### src/rtl/uart_tx.sv
// rtl/uart_tx.sv - UART transmit shift register fed by the TX FIFO
// Serialises one captured word per frame: start, LSB-first data, optional parity, stop bit(s).
module uart_tx #(
  parameter int DATA_WIDTH   = 8,
  parameter int CLKS_PER_BIT = 868,
  parameter int PARITY_EN    = 0,
  parameter int PARITY_ODD   = 0,
  parameter int STOP_BITS    = 1
) (
  input  logic                  clk,
  input  logic                  rst_n,
  input  logic [DATA_WIDTH-1:0] tx_data,
  input  logic                  tx_valid,
  output logic                  tx_busy,
  output logic                  tx,
  output logic                  tx_done
);

  localparam int BAUD_W  = $clog2(CLKS_PER_BIT);
  localparam int BIT_MAX = (DATA_WIDTH > STOP_BITS) ? DATA_WIDTH : STOP_BITS;
  localparam int BIT_W   = (BIT_MAX > 2) ? $clog2(BIT_MAX) : 1;

  localparam logic [BAUD_W-1:0] BAUD_LAST = BAUD_W'(CLKS_PER_BIT - 1);
  localparam logic [BIT_W-1:0]  DATA_LAST = BIT_W'(DATA_WIDTH - 1);
  localparam logic [BIT_W-1:0]  STOP_LAST = BIT_W'(STOP_BITS - 1);

  typedef enum logic [2:0] {
    S_IDLE,
    S_START,
    S_DATA,
    S_PARITY,
    S_STOP
  } state_t;

  state_t                state, state_next;
  logic [BAUD_W-1:0]     baud_cnt, baud_next;
  logic [BIT_W-1:0]      bit_cnt, bit_next;
  logic [DATA_WIDTH-1:0] shift_reg, shift_next;
  logic                  parity_bit, parity_next;
  logic                  tx_next, busy_next, done_next;
  logic                  baud_done;

  always_ff @(posedge clk or negedge rst_n) begin
    if (!rst_n) begin
      state      <= S_IDLE;
      baud_cnt   <= '0;
      bit_cnt    <= '0;
      shift_reg  <= '0;
      parity_bit <= 1'b0;
      tx         <= 1'b1;
      tx_busy    <= 1'b0;
      tx_done    <= 1'b0;
    end else begin
      state      <= state_next;
      baud_cnt   <= baud_next;
      bit_cnt    <= bit_next;
      shift_reg  <= shift_next;
      parity_bit <= parity_next;
      tx         <= tx_next;
      tx_busy    <= busy_next;
      tx_done    <= done_next;
    end
  end

  always_comb begin
    state_next  = state;
    baud_next   = baud_cnt;
    bit_next    = bit_cnt;
    shift_next  = shift_reg;
    parity_next = parity_bit;
    baud_done   = (baud_cnt == BAUD_LAST);

    if (state != S_IDLE) begin
      baud_next = baud_done ? '0 : baud_cnt + 1'b1;
    end

    case (state)
      S_IDLE: begin
        // Capture restarts the baud counter so every frame is aligned to its strobe.
        if (tx_valid) begin
          shift_next  = tx_data;
          parity_next = (^tx_data) ^ (PARITY_ODD != 0);
          baud_next   = '0;
          bit_next    = '0;
          state_next  = S_START;
        end
      end
      S_START: begin
        if (baud_done) begin
          bit_next   = '0;
          state_next = S_DATA;
        end
      end
      S_DATA: begin
        if (baud_done) begin
          shift_next = shift_reg >> 1;
          if (bit_cnt == DATA_LAST) begin
            bit_next   = '0;
            state_next = (PARITY_EN != 0) ? S_PARITY : S_STOP;
          end else begin
            bit_next = bit_cnt + 1'b1;
          end
        end
      end
      S_PARITY: begin
        if (baud_done) begin
          bit_next   = '0;
          state_next = S_STOP;
        end
      end
      S_STOP: begin
        if (baud_done) begin
          if (bit_cnt == STOP_LAST) begin
            bit_next   = '0;
            state_next = S_IDLE;
          end else begin
            bit_next = bit_cnt + 1'b1;
          end
        end
      end
      default: state_next = S_IDLE;
    endcase

    // Outputs are decoded from next-state values so the registered line changes on the bit edge.
    case (state_next)
      S_START:  tx_next = 1'b0;
      S_DATA:   tx_next = shift_next[0];
      S_PARITY: tx_next = parity_next;
      default:  tx_next = 1'b1;
    endcase
    busy_next = (state_next != S_IDLE);
    done_next = (state_next == S_STOP) && (baud_next == BAUD_LAST) && (bit_next == STOP_LAST);
  end

endmodule

### config.mk
export PLATFORM = sky130hd
export DESIGN_NAME = uart_tx
export DESIGN_NICKNAME = d
export VERILOG_FILES = /design/src/rtl/uart_tx.sv
export SDC_FILE = /design/constraint.sdc
export NUM_CORES = 1
export LEC_CHECK = 0
export CAP_MARGIN = 15
export CORE_MARGIN = 2
export CORE_UTILIZATION = 45
export DETAILED_ROUTE_END_ITERATION = 8
export GPL_TIMING_DRIVEN = 0
export PLACE_DENSITY = 0.64
export SLEW_MARGIN = 20
export SYNTH_ARGS = -nofsm -noshare
export SYNTH_HDL_FRONTEND = slang
export SYNTH_SLANG_ARGS = --single-unit
### constraint.sdc
create_clock -name clk -period 3.6 [get_ports clk]
set_input_delay 0.36 -clock clk [delete_from_list [all_inputs] [get_ports clk]]
set_output_delay 0.36 -clock clk [all_outputs]
set_load 0.005 [all_outputs]
-- Yosys cells after proc, flatten, opt, wreduce, memory -nomap -nowiden
Index checks and enable logic that the tools add are counted.
- $add $sub $neg: 2
- equality and inequality tests: 13
- multiplexer cells: 25
- reduce and logical (&&, ||, !) cells: 11
- operator list (cell ; number):
    $mux 10 ; 4
    $mux 3 ; 13
    $eq 10x10->1 const B ; 2
    $mux 8 ; 2
    $pmux 8 s2 ; 1
    $pmux 3 s5 ; 1
    $eq 3x2->1 const B ; 4
    $pmux 3 s4 ; 1
    $add 10x1->10 const B ; 1
    $eq 3x3->1 const B ; 3
    $logic_not 3->1 ; 3
    $reduce_xor 8->1 ; 1
    $eq 3x1->1 const B ; 2
    $reduce_bool 3->1 ; 2
    $ne 2x2->1 const B ; 2
    $add 3x1->3 const B ; 1
    $pmux 1 s3 ; 1
    $reduce_and 3->1 ; 1
    $logic_and 1x1->1 ; 2
    $mux 1 ; 2
    $reduce_bool 2->1 ; 1
    $reduce_or 2->1 ; 1
- flip-flop bits (word level): 28
- bits of input ports: 11
- output and inout port bits: 3
- logic and storage cells: 60

-- Depth between registers and ports, before layout
Gate-level depths: netlist (run 1).
- word-level depth: 8
- mapped depth: 8
- gate-level depth less buffers: 8

-- Worst setup path after synthesis (run 1)
Ideal clock, no wire load.
- path type: register to register
- from: register baud_cnt[3]
- to: register tx_done
- setup time: 68 ps
- data arrival time: 2746 ps
- required time: 3532 ps
- path slack: 786 ps
- cell stages (with the launch flop): 9
- buffers on the path: 2
- clock period less this slack: 2814 ps
- path through: dfrtp_1 > or4b_1 > clkbuf_1 > or3_1 > buf_2 > o32a_1 > or4_1 > a2111oi_2 > and4_1
- word-level cells in the longest chain between the ends: 8
- elaborated cells on any way between the ends: 20
- classes of those cells: 1 x add/sub; 3 x eq/ne; 13 x mux; 3 x reduce/logical
- ends and longest elaborated chain (element ; RTL line ; source):
    start: declaration ; 36 ; logic [BAUD_W-1:0] baud_cnt, baud_next;
    start signal: assignment ; 55 ; baud_cnt <= baud_next;
    $add 10x1->10 / $eq 10x10->1 (equally long branches) ; 74, 71 ;
    $mux 10 ; 74 ; baud_next = baud_done ? '0 : baud_cnt + 1'b1;
    $mux 10 ; 73 ; if (state != S_IDLE) begin
    $mux 10 ; 80 ; if (tx_valid) begin
    $mux 10 ; 77 ; case (state)
    $eq 10x10->1 ; 132 ; done_next = (state_next == S_STOP) && (baud_next == BAUD_LAST) && (bit_next == STOP_LAST);
    $logic_and 1x1->1 ; 132 ;
    $logic_and 1x1->1 * ; 132 ;
    net done_next ; 40 ; logic tx_next, busy_next, done_next;
    end signal: assignment ; 61 ; tx_done <= done_next;
    end: declaration ; 16 ; output logic tx_done
The timed path passes the listed nets; every way through them passes the cells marked *.
A chain may end at the register's enable or synchronous reset.

-- Worst setup path after layout (run 1)
Same ends and word-level chain as after synthesis.

==> flow_summary_export.csv, run 1 <==
group,metric,value,unit
sta,worstMarginPinSlew,1.05,ns
placement,portBuffers,13,
routing,vias,1341,
min_path,hp-class,"in2async",
routing,drc_errors,0,
logic_synthesis,synth_top_area_share,42.6,%
logic_synthesis,async_reset_ff_share,100,%
power_and_ir_drop,ir_drop,0.211,mV
routing,drtAntennaViolNets,0,
floorplanning,start_util,47.2,%
clocking,htreeDepth,1,
sta,finalHoldViolations,0,
routing,drt_pass1_iterations,4,
global_routing,grt_pass1_wl,6120,microns
global_routing,grt_max_degree,29,
layout,layout.cells.non_filler,237,
layout,antenna_cells,0,
logic_synthesis,synth_area_leaders,"dfrtp_1 (43%), nand2_1 (6.4%), xnor2_1 (3.9%)",
routing,routed_wl,3480,microns
clocking,clockBufferDepth,2,
power_and_ir_drop,total_power,0.501,mW
clocking,cts.sinks,28,
placement,placed_area,0.00177,sq mm
floorplanning,fp.coreArea,0.00336,sq mm
sta,skew,0.00587,ns
worst_setup_path,rrSetupSlack,0.47,ns
floorplanning,die_area,0.00402,sq mm
worst_setup_path,worstSetupEndpointType,"register",
worst_setup_path,worstPathArrival,3.40,ns
global_routing,antenna_found_initial,0,
logic_synthesis,synth_top_area_cell,"dfrtp_1",
global_routing,grt_remaining_overflow,0,
clocking,cts_resized,0,
worst_setup_path,worst_r2r_path_depth,8,
logic_synthesis,synth_top_family_by_area,"simple AND/OR/NAND/NOR gates",
sta,hold_ws,0.0231,ns
logic_synthesis,synth_nets,189,
placement,post-place-ws,0.515,ns
sta,rsz0062_at_grt,"no",
sta,timing.final.ws_setup,0.471,ns
floorplanning,die_h,63.4,microns
layout,utilization,53.7,%
logic_synthesis,syn-cell-area,0.00159,sq mm
routing,routedWlPerCell,14.7,microns
clocking,insertion_delay,0.32,ns
layout,fin_nets,207,
global_routing,grt_pass1_vias,1294,
clocking,cts_buffers,3,
layout,syn_to_final_growth,13.8,%
floorplanning,die_w,63.4,microns
placement,hpwl,2630,microns
worst_setup_path,crit_type,"reg2reg",
power_and_ir_drop,p_per_area,277,mW/mm^2
sta,setup_viol,0,
logic_synthesis,synth_edf_count,0,
worst_setup_path,worstPathRequired,3.87,ns
clocking,postCtsHoldBufs,0,
clocking,cts_setup_buffers,0,
logic_synthesis,syn_area_per_cell,9.13,sq um
floorplanning,rows,21,
worst_setup_path,reg2reg_to,"tx_done$_DFF_PN0_",
logic_synthesis,synth_xor_area_share,6.07,%
layout,final_cell_mix,"nand2_1 (27), dfrtp_1 (27), nor2_1 (16)",
worst_setup_path,reg2reg_from,"baud_cnt[3]$_DFF_PN0_",
layout,fillers,356,
power_and_ir_drop,leakagePower,0.784,nW
run,cap_violations,0,
layout,largest_register_ffs,10,
worst_setup_path,crit_fanout,8,
logic_synthesis,ys_seq_area_share,44.2,%
worst_setup_path,startpoint_type,"register",
logic_synthesis,yosys.area_share.adder,3.15,%
clocking,clockRootBuffer,"clkbuf_4",
floorplanning,ios,14,
logic_synthesis,synthSimpleGateAreaFrac,26.2,%
logic_synthesis,synth.distinct_cells,45,
logic_synthesis,ys_ff_latch,28,
layout,design_area,0.00181,sq mm
placement,place.gp.congestion,0.864,
sta,maxSlewViolCount,0,
sta,totalNegativeSetupSlack,0,ns
routing,viasPerCell,5.66,
sta,period_needed,3.13,ns
sta,fmax,320,MHz
status,status,"finished, final reports clean",
placement,placedCellCount,233,
logic_synthesis,synth_warnings,0,
global_routing,grt_util_all_layers,19.1,%
routing,initialDrtViolationCount,120,
sta,period_share,86.9,%
logic_synthesis,ys.flop_type,"dfrtp_1",
logic_synthesis,synth_cells,174,
clocking,cts_tree,"done",
clocking,clk_pin_slew,0.15,ns
layout,drive_above_1_share,5.24,%
logic_synthesis,synth_mux_area_share,0,%
sta,slew-limit-headroom,29.4,%
logic_synthesis,synth_compound_area_share,17.4,%
## cell usage after synthesis, drive strengths merged (2+ instances only)
master	n
dfrtp	27
nand2	27
nor2	16
nand3	8
o21ai	8
a22oi	7
clkbuf	7
xnor2	7
nand2b	5
a21o	4
and3	4
ha	4
inv	4
xor2	4
nand4	3
nor3	3
o31ai	3
or3	3
a2111oi	2
nand4b	2
nor4b	2
o21bai	2
o2bb2ai	2
## cell families after synthesis
logic type               after synthesis
AND/OR/NAND/NOR                       82
adder cells (fa/ha/maj)                4
buffers and inverters                 12
flip-flops                            28
AO/OA/AOI/OAI                         37
XOR/XNOR                              11
## layer usage
metal	up-vias	GRT usage, %	routed length (microns)
met5	-	0	0
met4	0	4.89	19
met3	2	2.68	81
met2	20	30.0	1600
met1	651	27.7	1780
li1	668	-	-
## final cells by class
type | count | area [sq um] | share of cell area, %
Multi-Input combinational cell | 134 | 840 | 46.5
Sequential cell | 28 | 702 | 38.9
Timing Repair Buffer | 13 | 125 | 6.93
Tap cell | 46 | 57.6 | 3.19
Clock buffer | 4 | 36.3 | 2.01
Buffer | 8 | 31.3 | 1.73
Inverter | 4 | 15.0 | 0.831
## power by group
group | leakage [nW] | internal (mW) | switching, mW
Clock | 0.0210 | 0.0618 | 0.0903
Sequential | 0.352 | 0.315 | 0
Combinational | 0.411 | 0.0181 | 0.0157
Total | 0.784 | 0.395 | 0.106
## how the worst max path moves through the flow
stage / startpoint / end / slack (ns) / depth (start not counted)
floorplan: baud_cnt[3]$_DFF_PN0_ / tx_done$_DFF_PN0_ / 0.79 / 8
global placement: baud_cnt[3]$_DFF_PN0_ / tx_done$_DFF_PN0_ / 0.49 / 8
detailed placement: baud_cnt[3]$_DFF_PN0_ / tx_done$_DFF_PN0_ / 0.51 / 8
CTS: baud_cnt[3]$_DFF_PN0_ / tx_done$_DFF_PN0_ / 0.48 / 8
global route: baud_cnt[3]$_DFF_PN0_ / tx_done$_DFF_PN0_ / 0.29 / 8
finish: baud_cnt[3]$_DFF_PN0_ / tx_done$_DFF_PN0_ / 0.47 / 8
## critical path, cell delays in order, from the launching register on
cell and delay [ns]:
dfrtp_1 0.46, or4b_1 0.53, clkbuf_1 0.18, or3_1 0.35
buf_2 0.18, o32a_1 0.40, or4_1 0.51, a2111oi_2 0.24
and4_1 0.24
Power figures use the tool's default switching activity.
==> run 2, diff against run 1 <==
--- a/config.mk
+++ b/config.mk
@@ -8,9 +8,12 @@
 export CAP_MARGIN = 15
 export CORE_MARGIN = 2
 export CORE_UTILIZATION = 45
+export CTS_CLUSTER_DIAMETER = 40
 export DETAILED_ROUTE_END_ITERATION = 8
+export DONT_BUFFER_PORTS = 1
 export GPL_TIMING_DRIVEN = 0
-export PLACE_DENSITY = 0.64
+export PLACE_DENSITY = 0.59
+export REMOVE_ABC_BUFFERS = 1
 export SLEW_MARGIN = 20
 export SYNTH_ARGS = -nofsm -noshare
 export SYNTH_HDL_FRONTEND = slang
==> flow_summary_export.csv, run 2 (synthesis results as in run 1) <==
group,metric,value,unit
worst_setup_path,critPathSlowestCell,"or4b_1",
layout,syn_to_final_growth,7.49,%
clocking,htreeDepth,1,
power_and_ir_drop,power_frac_comb,4.4,%
power_and_ir_drop,sequentialPowerShare,57.6,%
worst_setup_path,worst_r2r_path_depth,6,
worst_setup_path,crit_chain,"or4b_1, or3_1, o32a_1, or4_1, a2111oi_2, and4_1",
placement,hpwl,2410,microns
power_and_ir_drop,switchingPower,0.107,mW
layout,fin_nets,188,
layout,drive_above_1_share,6.40,%
status,status,"finished, final reports clean",
sta,totalNegativeSetupSlack,0,ns
sta,setup_viol,0,
worst_setup_path,rrSetupSlack,0.44,ns
floorplanning,ios,14,
routing,vias,1285,
clocking,cts_buffers,3,
worst_setup_path,worstPathRequired,3.88,ns
sta,rsz0062_at_grt,"no",
routing,drt_pass1_iterations,4,
worst_setup_path,reg2reg_from,"baud_cnt[3]$_DFF_PN0_",
sta,skew,0.00876,ns
sta,period_needed,3.16,ns
routing,drtAntennaViolNets,0,
clocking,cts.sinks,28,
sta,period_share,87.7,%
floorplanning,die_area,0.00402,sq mm
worst_setup_path,reg2reg_to,"tx_done$_DFF_PN0_",
power_and_ir_drop,ir_drop,0.112,mV
worst_setup_path,worstSetupEndpointType,"register",
global_routing,grt_max_degree,29,
power_and_ir_drop,p_int,0.440,mW
run,cap_violations,0,
global_routing,grt_pass1_vias,1281,
worst_setup_path,crit_fanout,8,
sta,fmax,317,MHz
worst_setup_path,critPathCapture,"tx_done$_DFF_PN0_",
clocking,insertion_delay,0.34,ns
clocking,postCtsHoldBufs,2,
power_and_ir_drop,pwr-share-clk,38.1,%
clocking,clk_pin_slew,0.15,ns
layout,design_area,0.00171,sq mm
clocking,cts_tree,"done",
floorplanning,fp.coreArea,0.00336,sq mm
floorplanning,rows,21,
clocking,cts_resized,0,
layout,final_cell_mix,"nand2_1 (27), dfrtp_1 (27), nor2_1 (16)",
sta,maxSlewViolCount,0,
worst_setup_path,startpoint_type,"register",
routing,drc_errors,0,
layout,largest_register_ffs,10,
placement,placed_area,0.00162,sq mm
routing,routed_wl,3220,microns
worst_setup_path,worstPathArrival,3.44,ns
clocking,cts_setup_buffers,0,
global_routing,antenna_found_initial,0,
floorplanning,start_util,47.2,%
floorplanning,die_h,63.4,microns
sta,worstMarginPinSlew,0.855,ns
power_and_ir_drop,leakagePower,0.745,nW
routing,routedWlPerCell,14.8,microns
clocking,clockBufferDepth,2,
power_and_ir_drop,swShare,19.5,%
placement,portBuffers,0,
worst_setup_path,cpPeakStageDelay,0.66,ns
routing,viasPerCell,5.89,
min_path,hp-class,"in2reg",
sta,finalHoldViolations,0,
worst_setup_path,crit_type,"reg2reg",
global_routing,grt_pass1_wl,5960,microns
power_and_ir_drop,p_per_area,320,mW/mm^2
layout,antenna_cells,0,
global_routing,grt_remaining_overflow,0,
worst_setup_path,crit_start,"baud_cnt[3]$_DFF_PN0_",
floorplanning,die_w,63.4,microns
placement,place.gp.congestion,0.802,
global_routing,grt_util_all_layers,18.4,%
sta,slew-limit-headroom,42.7,%
clocking,clockRootBuffer,"clkbuf_4",
routing,initialDrtViolationCount,83,
==> run 2: changes by cell type in the layout (fill, tap and decap cells not counted) <==
cell / change
clkdlybuf4s50_1: -12
clkbuf_8: -1
buf_2: -2
bufinv_16: +1
nor3_1: -2
buf_12: +1
clkbuf_1: -7
dlygate4sd3_1: +1
nor3_2: +2
==> run 2: stage by stage <==
| step | setup slack (ns) | power [mW] | hold WS (ns) | util [%] | std cells |
|---|---|---|---|---|---|
| global placement | 0.493 | 0.335 | 0.0650 | 48.0 | 212 |
| global route | 0.316 | 0.568 | 0.107 | 50.7 | 218 |
| floorplan | 0.834 | 0.334 | 0.0644 | - | 166 |
| finish | 0.444 | 0.547 | 0.114 | 50.7 | 218 |
| CTS | 0.470 | 0.553 | 0.110 | 50.6 | 218 |
| detailed placement | 0.523 | 0.336 | 0.0652 | 48.1 | 212 |
==> run 2: critical path, delay by kind of cell, from the launching register on <==
kind	cells	cell delay, ns
compound gates	2	0.71
simple gates	4	1.92
flops	1	0.46
==> run 2: layout make-up <==
type	count	area, sq um
inverter	4	15.0
multi-input combinational	134	850
fill	337	1660
sequential	28	702
clock inverter	1	30.0
clock buffer	3	22.5
timing repair buffer	2	30.0
tap	46	57.6
==> run 2: worst min path at each step <==
stage | to | slack (ns) | startpoint | cells after the start
6_report | shift_reg[7]$_DFFE_PN0P_ | 0.11 | tx_data[7] | 2
5_1_grt | shift_reg[7]$_DFFE_PN0P_ | 0.11 | tx_data[7] | 2
4_1_cts | shift_reg[7]$_DFFE_PN0P_ | 0.11 | tx_data[7] | 2
3_5_place_dp | tx_done$_DFF_PN0_ | 0.07 | rst_n | 0
3_3_place_gp | tx_done$_DFF_PN0_ | 0.07 | rst_n | 0
2_1_floorplan | baud_cnt[0]$_DFF_PN0_ | 0.06 | rst_n | 0
==> run 2: layer usage <==
| layer | vias up | part of all wire (%) | routed length, microns | global-route usage, % |
|---|---|---|---|---|
| li1 | 625 | - | - | - |
| met3 | 7 | 3.4 | 111 | 2.68 |
| met4 | 0 | 1.9 | 61 | 6.52 |
| met5 | - | 0 | 0 | 0 |
| met2 | 22 | 46 | 1490 | 28.4 |
| met1 | 631 | 48 | 1550 | 26.4 |
==> run 2: power groups by stage <==
stage / Clock, mW / Combinational, mW / Sequential [mW]
global route: 0.225 / 0.0279 / 0.315
CTS: 0.213 / 0.0251 / 0.315
detailed placement: 0 / 0.0152 / 0.321
floorplan: 0 / 0.0133 / 0.321
finish: 0.208 / 0.0239 / 0.315
global placement: 0 / 0.0148 / 0.321
